`config.mk`:
```
export PLATFORM = sky130hd
export DESIGN_NAME = serial_parity_rx_flat
export DESIGN_NICKNAME = d
export VERILOG_FILES = /design/src/rtl/serial_pkg.sv /design/src/rtl/serial_parity_rx_if.sv /design/src/rtl/serial_parity_rx_hold_reg.sv /design/src/rtl/serial_parity_rx.sv /design/src/flat_wrapper.sv
export SDC_FILE = /design/constraint.sdc
export NUM_CORES = 1
export LEC_CHECK = 0
export CAP_MARGIN = 40
export CORE_MARGIN = 8
export CORE_UTILIZATION = 45
export DETAILED_ROUTE_END_ITERATION = 16
export GPL_ROUTABILITY_DRIVEN = 0
export PLACE_DENSITY = 0.69
export SLEW_MARGIN = 20
export SYNTH_ARGS = -nofsm -noshare
export SYNTH_HDL_FRONTEND = slang
export SYNTH_HIERARCHICAL = 1
export SYNTH_SLANG_ARGS = --single-unit
```
`constraint.sdc`:
```
create_clock -name clk -period 3.94 [get_ports clk]
set_clock_uncertainty 0.2 [all_clocks]
set_input_delay 0.591 -clock clk [delete_from_list [all_inputs] [get_ports clk]]
set_output_delay 0.591 -clock clk [all_outputs]
set_load 0.005 [all_outputs]
```
`src/rtl/serial_pkg.sv`:
```
// Shared definitions for the parity serial link (receiver FSM states, line levels, parity check).
package serial_pkg;

   typedef enum logic [1:0] {
      IDLE   = 2'd0,
      DATA   = 2'd1,
      PARITY = 2'd2,
      STOP   = 2'd3
   } rx_state_t;

   localparam logic IDLE_LVL  = 1'b1;
   localparam logic START_LVL = 1'b0;

   // Narrower words are zero-extended, which leaves the XOR reduction unchanged.
   function automatic logic parity_ok(input logic [31:0] data, input logic pbit, input logic odd);
      return ((^{data, pbit}) == odd);
   endfunction

endpackage

```
`src/rtl/serial_parity_rx_if.sv`:
```
// Received-word bus: word plus per-word flags, valid/ready handshake.
interface serial_parity_rx_if #(parameter int DATA_W = 8) ();

   logic [DATA_W-1:0] data_out;
   logic              data_valid;
   logic              data_ready;
   logic              parity_err;
   logic              frame_err;

   modport master (
      output data_out, data_valid, parity_err, frame_err,
      input  data_ready
   );

   modport slave (
      input  data_out, data_valid, parity_err, frame_err,
      output data_ready
   );

endinterface

```
`src/rtl/serial_parity_rx_hold_reg.sv`:
```
// Holding register for received words; loads on the clock edge that completes a frame.
// A completion while full and not handshaking drops the frame and sets sticky overrun.
// Reset is synchronous and active-low.
module rx_hold_reg #(
   parameter int DATA_W = 8
) (
   input  logic              clk,
   input  logic              rst_n,
   input  logic              load_vld,
   input  logic [DATA_W-1:0] load_dat,
   input  logic              load_perr,
   input  logic              load_ferr,
   serial_parity_rx_if.master rx,
   output logic              overrun
);

   logic take;

   assign take = rx.data_valid & rx.data_ready;

   always_ff @(posedge clk) begin
      if (!rst_n) begin
         rx.data_out   <= '0;
         rx.data_valid <= 1'b0;
         rx.parity_err <= 1'b0;
         rx.frame_err  <= 1'b0;
         overrun       <= 1'b0;
      end else begin
         // A same-cycle handshake frees the slot, so the new word replaces the old.
         if (load_vld && (!rx.data_valid || take)) begin
            rx.data_out   <= load_dat;
            rx.data_valid <= 1'b1;
            rx.parity_err <= load_perr;
            rx.frame_err  <= load_ferr;
         end else if (load_vld) begin
            overrun <= 1'b1;
         end else if (take) begin
            rx.data_valid <= 1'b0;
         end
      end
   end

endmodule

```
`src/rtl/serial_parity_rx.sv`:
```
// Serial frame receiver (start/data/[parity]/stop, LSB first); parity stage present with SERIAL_RX_PARITY_EN.
// Word is valid 1 clk after the strobe that samples the stop bit; line has no backpressure,
// so a frame completing against a full, unaccepted holding register is dropped and flagged as overrun.
module serial_parity_rx
   import serial_pkg::*;
#(
   parameter int DATA_W     = 8,
   parameter int PARITY_ODD = 0
) (
   input  logic clk,
   input  logic rst_n,
   input  logic sample_en,
   input  logic sdata,
   serial_parity_rx_if.master rx,
   output logic overrun,
   output logic busy
);

   localparam int                CNT_W = (DATA_W > 1) ? $clog2(DATA_W) : 1;
   localparam logic [CNT_W-1:0]  LAST  = CNT_W'(DATA_W - 1);

   rx_state_t         state;
   logic [CNT_W-1:0]  cnt;
   logic [DATA_W-1:0] shreg;
   logic              done;
   logic              perr;
   logic              ferr;

`ifdef SERIAL_RX_PARITY_EN
   logic pbit;

   always_ff @(posedge clk) begin
      if (!rst_n)
         pbit <= 1'b0;
      else if (sample_en && state == PARITY)
         pbit <= sdata;
   end

   assign perr = ~parity_ok(32'(shreg), pbit, PARITY_ODD != 0);
`else
   logic unused_parity_cfg;

   assign unused_parity_cfg = (PARITY_ODD != 0);
   assign perr              = 1'b0;
`endif

   always_ff @(posedge clk) begin
      if (!rst_n) begin
         state <= IDLE;
         cnt   <= '0;
         shreg <= '0;
         busy  <= 1'b0;
      end else if (sample_en) begin
         case (state)
            IDLE: begin
               if (sdata == START_LVL) begin
                  state <= DATA;
                  cnt   <= '0;
                  busy  <= 1'b1;
               end
            end
            DATA: begin
               // LSB arrives first, so each new bit enters at the top and walks down.
               shreg <= (shreg >> 1) | (DATA_W'(sdata) << (DATA_W - 1));
               if (cnt == LAST) begin
`ifdef SERIAL_RX_PARITY_EN
                  state <= PARITY;
`else
                  state <= STOP;
`endif
               end else begin
                  cnt <= cnt + 1'b1;
               end
            end
            PARITY: state <= STOP;
            STOP: begin
               state <= IDLE;
               busy  <= 1'b0;
            end
            default: state <= IDLE;
         endcase
      end
   end

   assign done = sample_en && (state == STOP);
   assign ferr = (sdata != IDLE_LVL);

   rx_hold_reg #(.DATA_W(DATA_W)) u_hold (
      .clk       (clk),
      .rst_n     (rst_n),
      .load_vld  (done),
      .load_dat  (shreg),
      .load_perr (perr),
      .load_ferr (ferr),
      .rx        (rx),
      .overrun   (overrun)
   );

endmodule

```
`src/flat_wrapper.sv`:
```
// flat-port wrapper written by rule: the top's interface ports become plain ports
module serial_parity_rx_flat import serial_pkg::*;
#(
   parameter int DATA_W     = 8,
   parameter int PARITY_ODD = 0
)
  (clk, rst_n, sample_en, sdata, overrun, busy, rx_data_out, rx_data_valid, rx_parity_err, rx_frame_err, rx_data_ready);
  serial_parity_rx_if #(.DATA_W(DATA_W)) rx_i ();
  input  logic clk;
  input  logic rst_n;
  input  logic sample_en;
  input  logic sdata;
  output logic overrun;
  output logic busy;
  output wire logic [$bits(rx_i.data_out)-1:0] rx_data_out;
  output wire logic [$bits(rx_i.data_valid)-1:0] rx_data_valid;
  output wire logic [$bits(rx_i.parity_err)-1:0] rx_parity_err;
  output wire logic [$bits(rx_i.frame_err)-1:0] rx_frame_err;
  input wire logic [$bits(rx_i.data_ready)-1:0] rx_data_ready;
  assign rx_data_out = rx_i.data_out;
  assign rx_data_valid = rx_i.data_valid;
  assign rx_parity_err = rx_i.parity_err;
  assign rx_frame_err = rx_i.frame_err;
  assign rx_i.data_ready = rx_data_ready;
  serial_parity_rx #(.DATA_W(DATA_W), .PARITY_ODD(PARITY_ODD)) u_core (.clk(clk), .rst_n(rst_n), .sample_en(sample_en), .sdata(sdata), .rx(rx_i), .overrun(overrun), .busy(busy));
endmodule
```
Word level (Yosys, flattened, before mapping):

Cells that the tools add are included.

* add/sub/neg operators: 1
* $mul: 0
* divide/modulo/power cells: 0
* magnitude comparators: 0
* equal/unequal tests: 8
* shift-type cells: 0
* muxes and demuxes: 11
* bitwise logic cells: 4
* reductions and logical operators: 14

Operators with widths (number)
* 7-bit by 8-bit bitwise OR with 8-bit output: 1
* 2-bit case mux with 4 select lines: 1
* 3-bit 2-to-1 mux: 2
* 3-bit case mux with 2 select lines: 1
* 2-bit AND reduction: 3
* 3-bit AND reduction: 2
* 2-bit nonzero test: 3
* 2-bit equality test (second input constant): 2
* 1-bit 2-to-1 mux: 4
* 2-bit 2-to-1 mux: 2
* 2-bit by 1-bit != test with 1-bit output (second input constant): 2
* 2-bit != test (second input constant): 2
* 4-bit AND reduction: 1
* 3-bit by 1-bit adder with 3-bit output (second input constant): 1
* 3-bit equality test (second input constant): 1
* 2-bit by 1-bit equality test with 1-bit output (second input constant): 1
* 1-bit logical AND: 2
* 2-bit zero test: 1
* 1-bit NOT: 2
* 1-bit case mux with 2 select lines: 1
* 1-bit AND: 1
* 1-bit zero test: 1
* 1-bit logical OR: 1

* flip-flop bits (word level): 25
* latch bits: 0
* RAM bits: 0
* memory bits (read-only): 0
* output and inout bits: 13
* memories kept: 0

Logic depth before layout (Yosys ltp):

Gate-level depths: netlist of the first run.

* depth in word-level cells: 5
* depth in mapped cells: 5
* gate-level depth less buffers: 5

Cells and area by module:

Netlist of the first run, hierarchy kept.

Modules (own cells, without submodules)
* serial_parity_rx: instances 1, cells an instance 76, area each 639.4 µm², seq. area each 280.3 µm²
* rx_hold_reg: instances 1, cells an instance 50, area each 491.7 µm², seq. area each 240.2 µm²

Worst setup path before layout of the first run:

OpenSTA, ideal clock, no wires.

* path kind: input port to flip-flop
* start: input port sample_en
* end: register u_core.u_hold.rx.data_out[0]
* setup time: 72 ps
* arrival: 1364 ps
* slack: 2304 ps
* stages: 5
* path buffers: 2
* cells stage by stage: buf_2 -> and2_1 -> nor2b_4 -> buf_12 -> mux2i_1

* word-level cells in the longest chain between the ends: 2

RTL lines
* from (decl): RTL line flat_wrapper.sv:11 `input logic sample_en;`
* 1-bit logical AND: RTL line serial_parity_rx.sv:85 `assign done = sample_en && (state == STOP);`
* net u_core.done: RTL line serial_parity_rx.sv:25 `logic done;`
* 1-bit logical AND: RTL line serial_parity_rx_hold_reg.sv:30 `if (load_vld && (!rx.data_valid || take)) begin`
* to (signal assigned): RTL line serial_parity_rx_hold_reg.sv:31 `rx.data_out <= load_dat;`
* to (decl): RTL line serial_parity_rx_if.sv:11 `output data_out, data_valid, parity_err, frame_err,`

The timed path passes the listed nets, and every way through them passes these cells.
A chain may end at the register's enable or synchronous reset.

Worst setup path in the final report of the first run:

* start: input port sample_en
* end: register u_core.u_hold.rx.data_out[5]

Same word-level chain as after synthesis.

==> out/metrics.yaml, run 1 <==
status:
  status: "finished clean"
floorplanning:
  dieHeight_um: 66.14
  ios: 18
  dieArea_um2: 4374
  coreArea_um2: 2432
  die_w_um: 66.14
  rows: 18
  start_util: 0.4650
route:
  num_vias: 871
  routed_wl_mm: 2.053
  wire_per_inst_um: 11.94
  drc_errors: 0
  drt_pass1_iterations: 4
  via_per_inst: 5.064
  drt_iter0_drc: 29
  antenna_left: 0
synth:
  avgSynthCellArea_um2: 8.977
  syn-instance-count: 126
  ys_warn_count: 6
  synthDistinctLibCells: 24
  ys_ff_latch: 26
  syn_area_um2: 1131
  ys_seq_area_frac: 0.4602
  syn_nets: 136
sta:
  fin_crit_ps: 2085
  maxSlewViolCount: 0
  hold_viol: 0
  period_share: 0.5293
  fmax_ghz: 0.4795
  tns_ps: 0
  setup_viol: 0
  rsz0062_at_grt: "no"
  tightestPinTransition_ps: 501.5
  slew_headroom: 0.6646
clocking:
  cts_tree: "done"
  cts_buffer_depth: 2
  cts_hold_buffers: 0
  cts_sinks: 26
  worstSkewPairLatency_ps: 320
  cts_resized: 0
  path_clk_slew_ps: 140
  htreeDepth: 1
  cts_buffers: 3
  post-cts-setup-buffers: 0
  root_buffer: "clkbuf_4"
setup_path:
  r2r_slack_ps: 2150
  reg2reg_from: "u_core/state[0]"
  cp.depth: 4
  cp_slowest_cell: "clkdlybuf4s50_1"
  path_buf_inv: 1
  critPathKind: "input pin to flip-flop"
  cpPeakStageDelay_ps: 690
  cp-start-kind: "input pin"
  worstPathMaxFanout: 12
  path_cells: "clkdlybuf4s50_1 -> and2_1 -> nor2b_4 -> mux2i_1"
  r2r_cells: 4
  crit_family: "buffers and inverters"
  r2r-end: "u_core/cnt[0]"
  critPathArrivalTime_ps: 2150
  end_kind: "flip-flop"
  required_ps: 4000
power_and_ir_drop:
  power_mw: 0.4956
  p_seq_frac: 0.545
  ir_drop_uv: 319.7
  leakage_nw: 0.4788
  switching_share: 0.2176
  power.density_nw_per_um2: 364.4
  power_frac_clock: 0.367
  p_switching_mw: 0.1078
  cell_internal_pwr_mw: 0.3878
  combPwrFrac: 0.088
placement:
  place_inst: 168
  portBuffers: 17
  hpwl_mm: 1.482
layout:
  layout_common_cells: "nand2_1, dfxtp_1, clkdlybuf4s50_1, mux2i_1"
  layout.nets: 153
  drive_above_1_share: 0.04930
  areaGrowthSynthToFinish_pct: 20.24
  final_common_cell: "nand2_1"
  antenna_cells: 0
  instances_no_fill: 172
job:
  maxCapViolCount: 0
global_route:
  grt_pass1_vias: 789
  globalRouteOverflowTotal: 0
  grt_pass1_wl_mm: 3.539
  grt_start_max_net_pins: 16
  grt_antenna_before_repair: 0
  track_usage: 0.09986
min_path:
  worst_hold_path.endpoint: "u_core/u_hold/rx.data_out[2]"
  min_from: "u_core/u_hold/rx.data_out[2]"
  hold_class: "flip-flop to flip-flop"
  min_delay_path_depth: 2
-- cells in the mapped netlist --
cell type	count	area, µm²
a211o_1	1	8.760
a211oi_1	2	15.01
a21bo_1	1	10.01
a21boi_1	1	7.510
a21oi_1	11	55.05
a31oi_1	1	6.260
and2_1	2	12.51
buf_12	1	20.02
buf_2	3	15.01
clkbuf_1	2	7.510
conb_1	1	3.750
dfxtp_1	26	520.5
ha_1	5	62.56
inv_1	4	15.01
mux2i_1	13	130.1
nand2_1	33	123.9
nand2b_1	1	6.260
nand3_1	11	55.05
nor2_1	1	3.750
nor2b_1	1	6.260
nor2b_4	2	27.53
o21a_1	1	7.510
o21ai_0	1	5.000
or3_1	1	6.260
-- tightest hold or removal path: stages, from the launching register on --
cell and delay [ps]:
dfxtp_1 340, nand2_1 50, mux2i_1 50
-- area by class of cell --
class	instances	area (µm²)
timing repair buffer	18	181.4
fill	229	1072
clock buffer	3	22.52
sequential	26	520.5
tap	30	37.54
multi-input combinational	90	553.0
inverter	4	15.01
clock inverter	1	30.03
-- flip-flops by register name, summed over array words and instances, names as in the netlist --
| signal | count |
|---|---|
| u_core/busy | 1 |
| u_core/cnt | 3 |
| u_core/shreg | 8 |
| u_core/state | 2 |
| u_core/u_hold/overrun | 1 |
| u_core/u_hold/rx.data_out | 8 |
| u_core/u_hold/rx.data_valid | 1 |
| u_core/u_hold/rx.frame_err | 1 |
| u_core/u_hold/rx.parity_err | 1 |
-- power by group through the flow --
stage / logic [mW] / clock network, mW / registers, mW
after floorplan: 0.0297 / 0 / 0.275
after global placement: 0.0410 / 0 / 0.276
after detailed placement: 0.0435 / 0 / 0.276
after CTS: 0.0437 / 0.190 / 0.270
after global routing: 0.0488 / 0.199 / 0.271
final: 0.0436 / 0.182 / 0.270
-- routing by layer --
metal  part of all wire  wire length [µm]  GRT usage
met4             0.0073                15    0.02400
met5                  0                 0          0
met2               0.44               909     0.1568
met3              0.066               135    0.04576
met1               0.48               993     0.1206
-- through the flow --
step / area (µm²) / utilization / hold slack [ps] / setup WS [ps]
detailed placement: 1308 / 0.5376 / 249.4 / 1521
floorplan: 1131 / - / 236.6 / 2304
CTS: 1360 / 0.5592 / 270.2 / 1855
finish: 1360 / 0.5592 / 266.4 / 1855
global route: 1360 / 0.5592 / 291.1 / 1743
global placement: 1296 / 0.5329 / 241.8 / 1359
-- logic make-up after synthesis --
family | count (synthesis) | share of synthesized area
muxes | 13 | 0.1150
other | 1 | 0.003315
and+or+nand+nor | 52 | 0.2135
DFF | 26 | 0.4602
AOI/OAI and AO/OA | 19 | 0.1018
adders and majority gates | 5 | 0.05531
buffers and inverters | 10 | 0.05088
-- worst max-delay path by stage --
stage                          from                           end  slack (ps)
after floorplan           sample_en  u_core/u_hold/rx.data_out[0]        2300
after global placement        rst_n                   u_core/busy        1360
after detailed placement  sample_en  u_core/u_hold/rx.data_out[5]        1520
after CTS                 sample_en  u_core/u_hold/rx.data_out[5]        1860
after global routing      sample_en  u_core/u_hold/rx.data_out[5]        1740
final                     sample_en  u_core/u_hold/rx.data_out[5]        1850
Power figures use the tool's default switching activity.
==> run 2, diff against run 1 <==
==> constraint.sdc (replaced) <==
create_clock -name clk -period 2.15 [get_ports clk]
set_clock_uncertainty 0.2 [all_clocks]
set_input_delay 0.3225 -clock clk [delete_from_list [all_inputs] [get_ports clk]]
set_output_delay 0.3225 -clock clk [all_outputs]
set_load 0.005 [all_outputs]
==> run 2 against run 1 <==
Compared with the run above: global-route usage rose by 0.59 points; combinational power rose by 100%; die area did not move; largest power group unchanged; sequential power rose by 83%; first-iteration DRC count rose by 120%; cell area rose by 1.7%; worst hold slack barely moved; clock power rose by 83%; final cell count rose by 1.2%.
==> out/metrics.yaml, run 2 (synthesis results as in run 1) <==
status:
  status: "finished clean"
clocking:
  root_buffer: "clkbuf_4"
  path_clk_slew_ps: 140
  cts_tree: "done"
  cts_hold_buffers: 0
  worstSkewPairLatency_ps: 320
  cts_resized: 0
  cts_buffers: 3
  cts_buffer_depth: 2
  htreeDepth: 1
  cts_sinks: 26
  post-cts-setup-buffers: 0
setup_path:
  critPathArrivalTime_ps: 1800
  end_kind: "flip-flop"
  cpPeakStageDelay_ps: 410
  cp_slowest_cell: "dfxtp_1"
  worstPathMaxFanout: 4
  cp-start-kind: "flip-flop"
  critPathKind: "flip-flop to flip-flop"
  path_cells: "inv_1 -> ha_1 -> a21bo_1 -> or3_1 -> a31oi_1"
  crit_family: "flip-flops"
  path_buf_inv: 1
  required_ps: 2200
power_and_ir_drop:
  ir_drop_uv: 400.0
  p_seq_frac: 0.541
  p_switching_mw: 0.1990
  cell_internal_pwr_mw: 0.7158
  power.density_nw_per_um2: 661.1
  combPwrFrac: 0.095
  power_mw: 0.9148
  leakage_nw: 0.4921
  switching_share: 0.2176
  power_frac_clock: 0.364
route:
  num_vias: 876
  wire_per_inst_um: 12.11
  via_per_inst: 5.034
  drt_pass1_iterations: 4
  routed_wl_mm: 2.108
  drc_errors: 0
  drt_iter0_drc: 64
  antenna_left: 0
layout:
  areaGrowthSynthToFinish_pct: 22.35
  fillers: 227
  seqCellArea_um2: 520.5
  layout_common_cells: "nand2_1, dfxtp_1, clkdlybuf4s50_1, mux2i_1"
  final_common_cell: "nand2_1"
  drive_above_1_share: 0.06250
  antenna_cells: 0
  layout.nets: 155
  fin_util: 0.5689
  multi_input_area_um2: 553.0
  reg_top3: "u_core/shreg x8, u_core/u_hold/rx.data_out x8, u_core/cnt x3"
sta:
  fmax_ghz: 0.5720
  fin_ws_ps: 401.7
  hold_viol: 0
  tns_ps: 0
  maxSlewViolCount: 0
  setup_viol: 0
  fin_crit_ps: 1748
  period_share: 0.8132
  rsz0062_at_grt: "no"
global_route:
  track_usage: 0.1057
  grt_pass1_wl_mm: 3.753
  gr-usage-met3: 0.03051
  globalRouteOverflowTotal: 0
  grt_pass1_vias: 844
  grt_antenna_before_repair: 0
  grt_start_max_net_pins: 23
  use_met1: 0.1284
  met2_usage: 0.1677
  busiest_layer: "met2"
floorplanning:
  coreArea_um2: 2432
  die_w_um: 66.14
  rows: 18
  dieHeight_um: 66.14
  start_util: 0.4650
  dieArea_um2: 4374
  ios: 18
placement:
  place_ws_ps: 264.0
  portBuffers: 17
  hpwl_mm: 1.560
min_path:
  hold_class: "flip-flop to flip-flop"
job:
  maxCapViolCount: 0
==> run 2: worst paths after layout <==
path                                                 start                          to  slack [ps]  cells past startpoint
worst min register to register  u_core/u_hold/rx.frame_err  u_core/u_hold/rx.frame_err         270                      2
worst max-delay path                       u_core/state[0]               u_core/cnt[0]         400                      5
worst max register to register             u_core/state[0]               u_core/cnt[0]         400                      5
worst min-delay path            u_core/u_hold/rx.frame_err  u_core/u_hold/rx.frame_err         270                      2
==> run 2: cell type report <==
class,count,share of cell area
clock inverter,1,0.02170
tap,30,0.02712
sequential,26,0.3761
multi-input combinational,90,0.3996
clock buffer,3,0.01627
timing repair buffer,20,0.1483
inverter,4,0.01085
==> run 2: worst register-to-register path: cells and delay by family (launching register included) <==
family                     cells  cell delay, ps
buffers and inverters          1              60
DFF                            1             410
and+or+nand+nor                1             370
AOI/OAI and AO/OA              2             420
adders and majority gates      1             240
==> run 2: layer usage <==
metal	share of wire	routed length (µm)
met4	0.010	21
met1	0.50	1056
met3	0.053	111
met2	0.44	919
met5	0	0
==> run 2: stage by stage <==
stage / hold slack, ps / instance area, µm² / cells
2_1_floorplan: 236.6 / 1131 / 126
3_3_place_gp: 243.6 / 1331 / 170
3_5_place_dp: 249.8 / 1331 / 170
4_1_cts: 269.7 / 1384 / 174
5_1_grt: 288.3 / 1384 / 174
6_report: 266.4 / 1384 / 174
==> run 2: power groups by stage <==
stage                     clock, mW  sequential [mW]  combinational, mW
final                         0.333            0.495             0.0871
after global routing          0.363            0.497             0.0968
after CTS                     0.343            0.495             0.0874
after detailed placement          0            0.505             0.0866
after global placement            0            0.505             0.0845
after floorplan                   0            0.505             0.0544
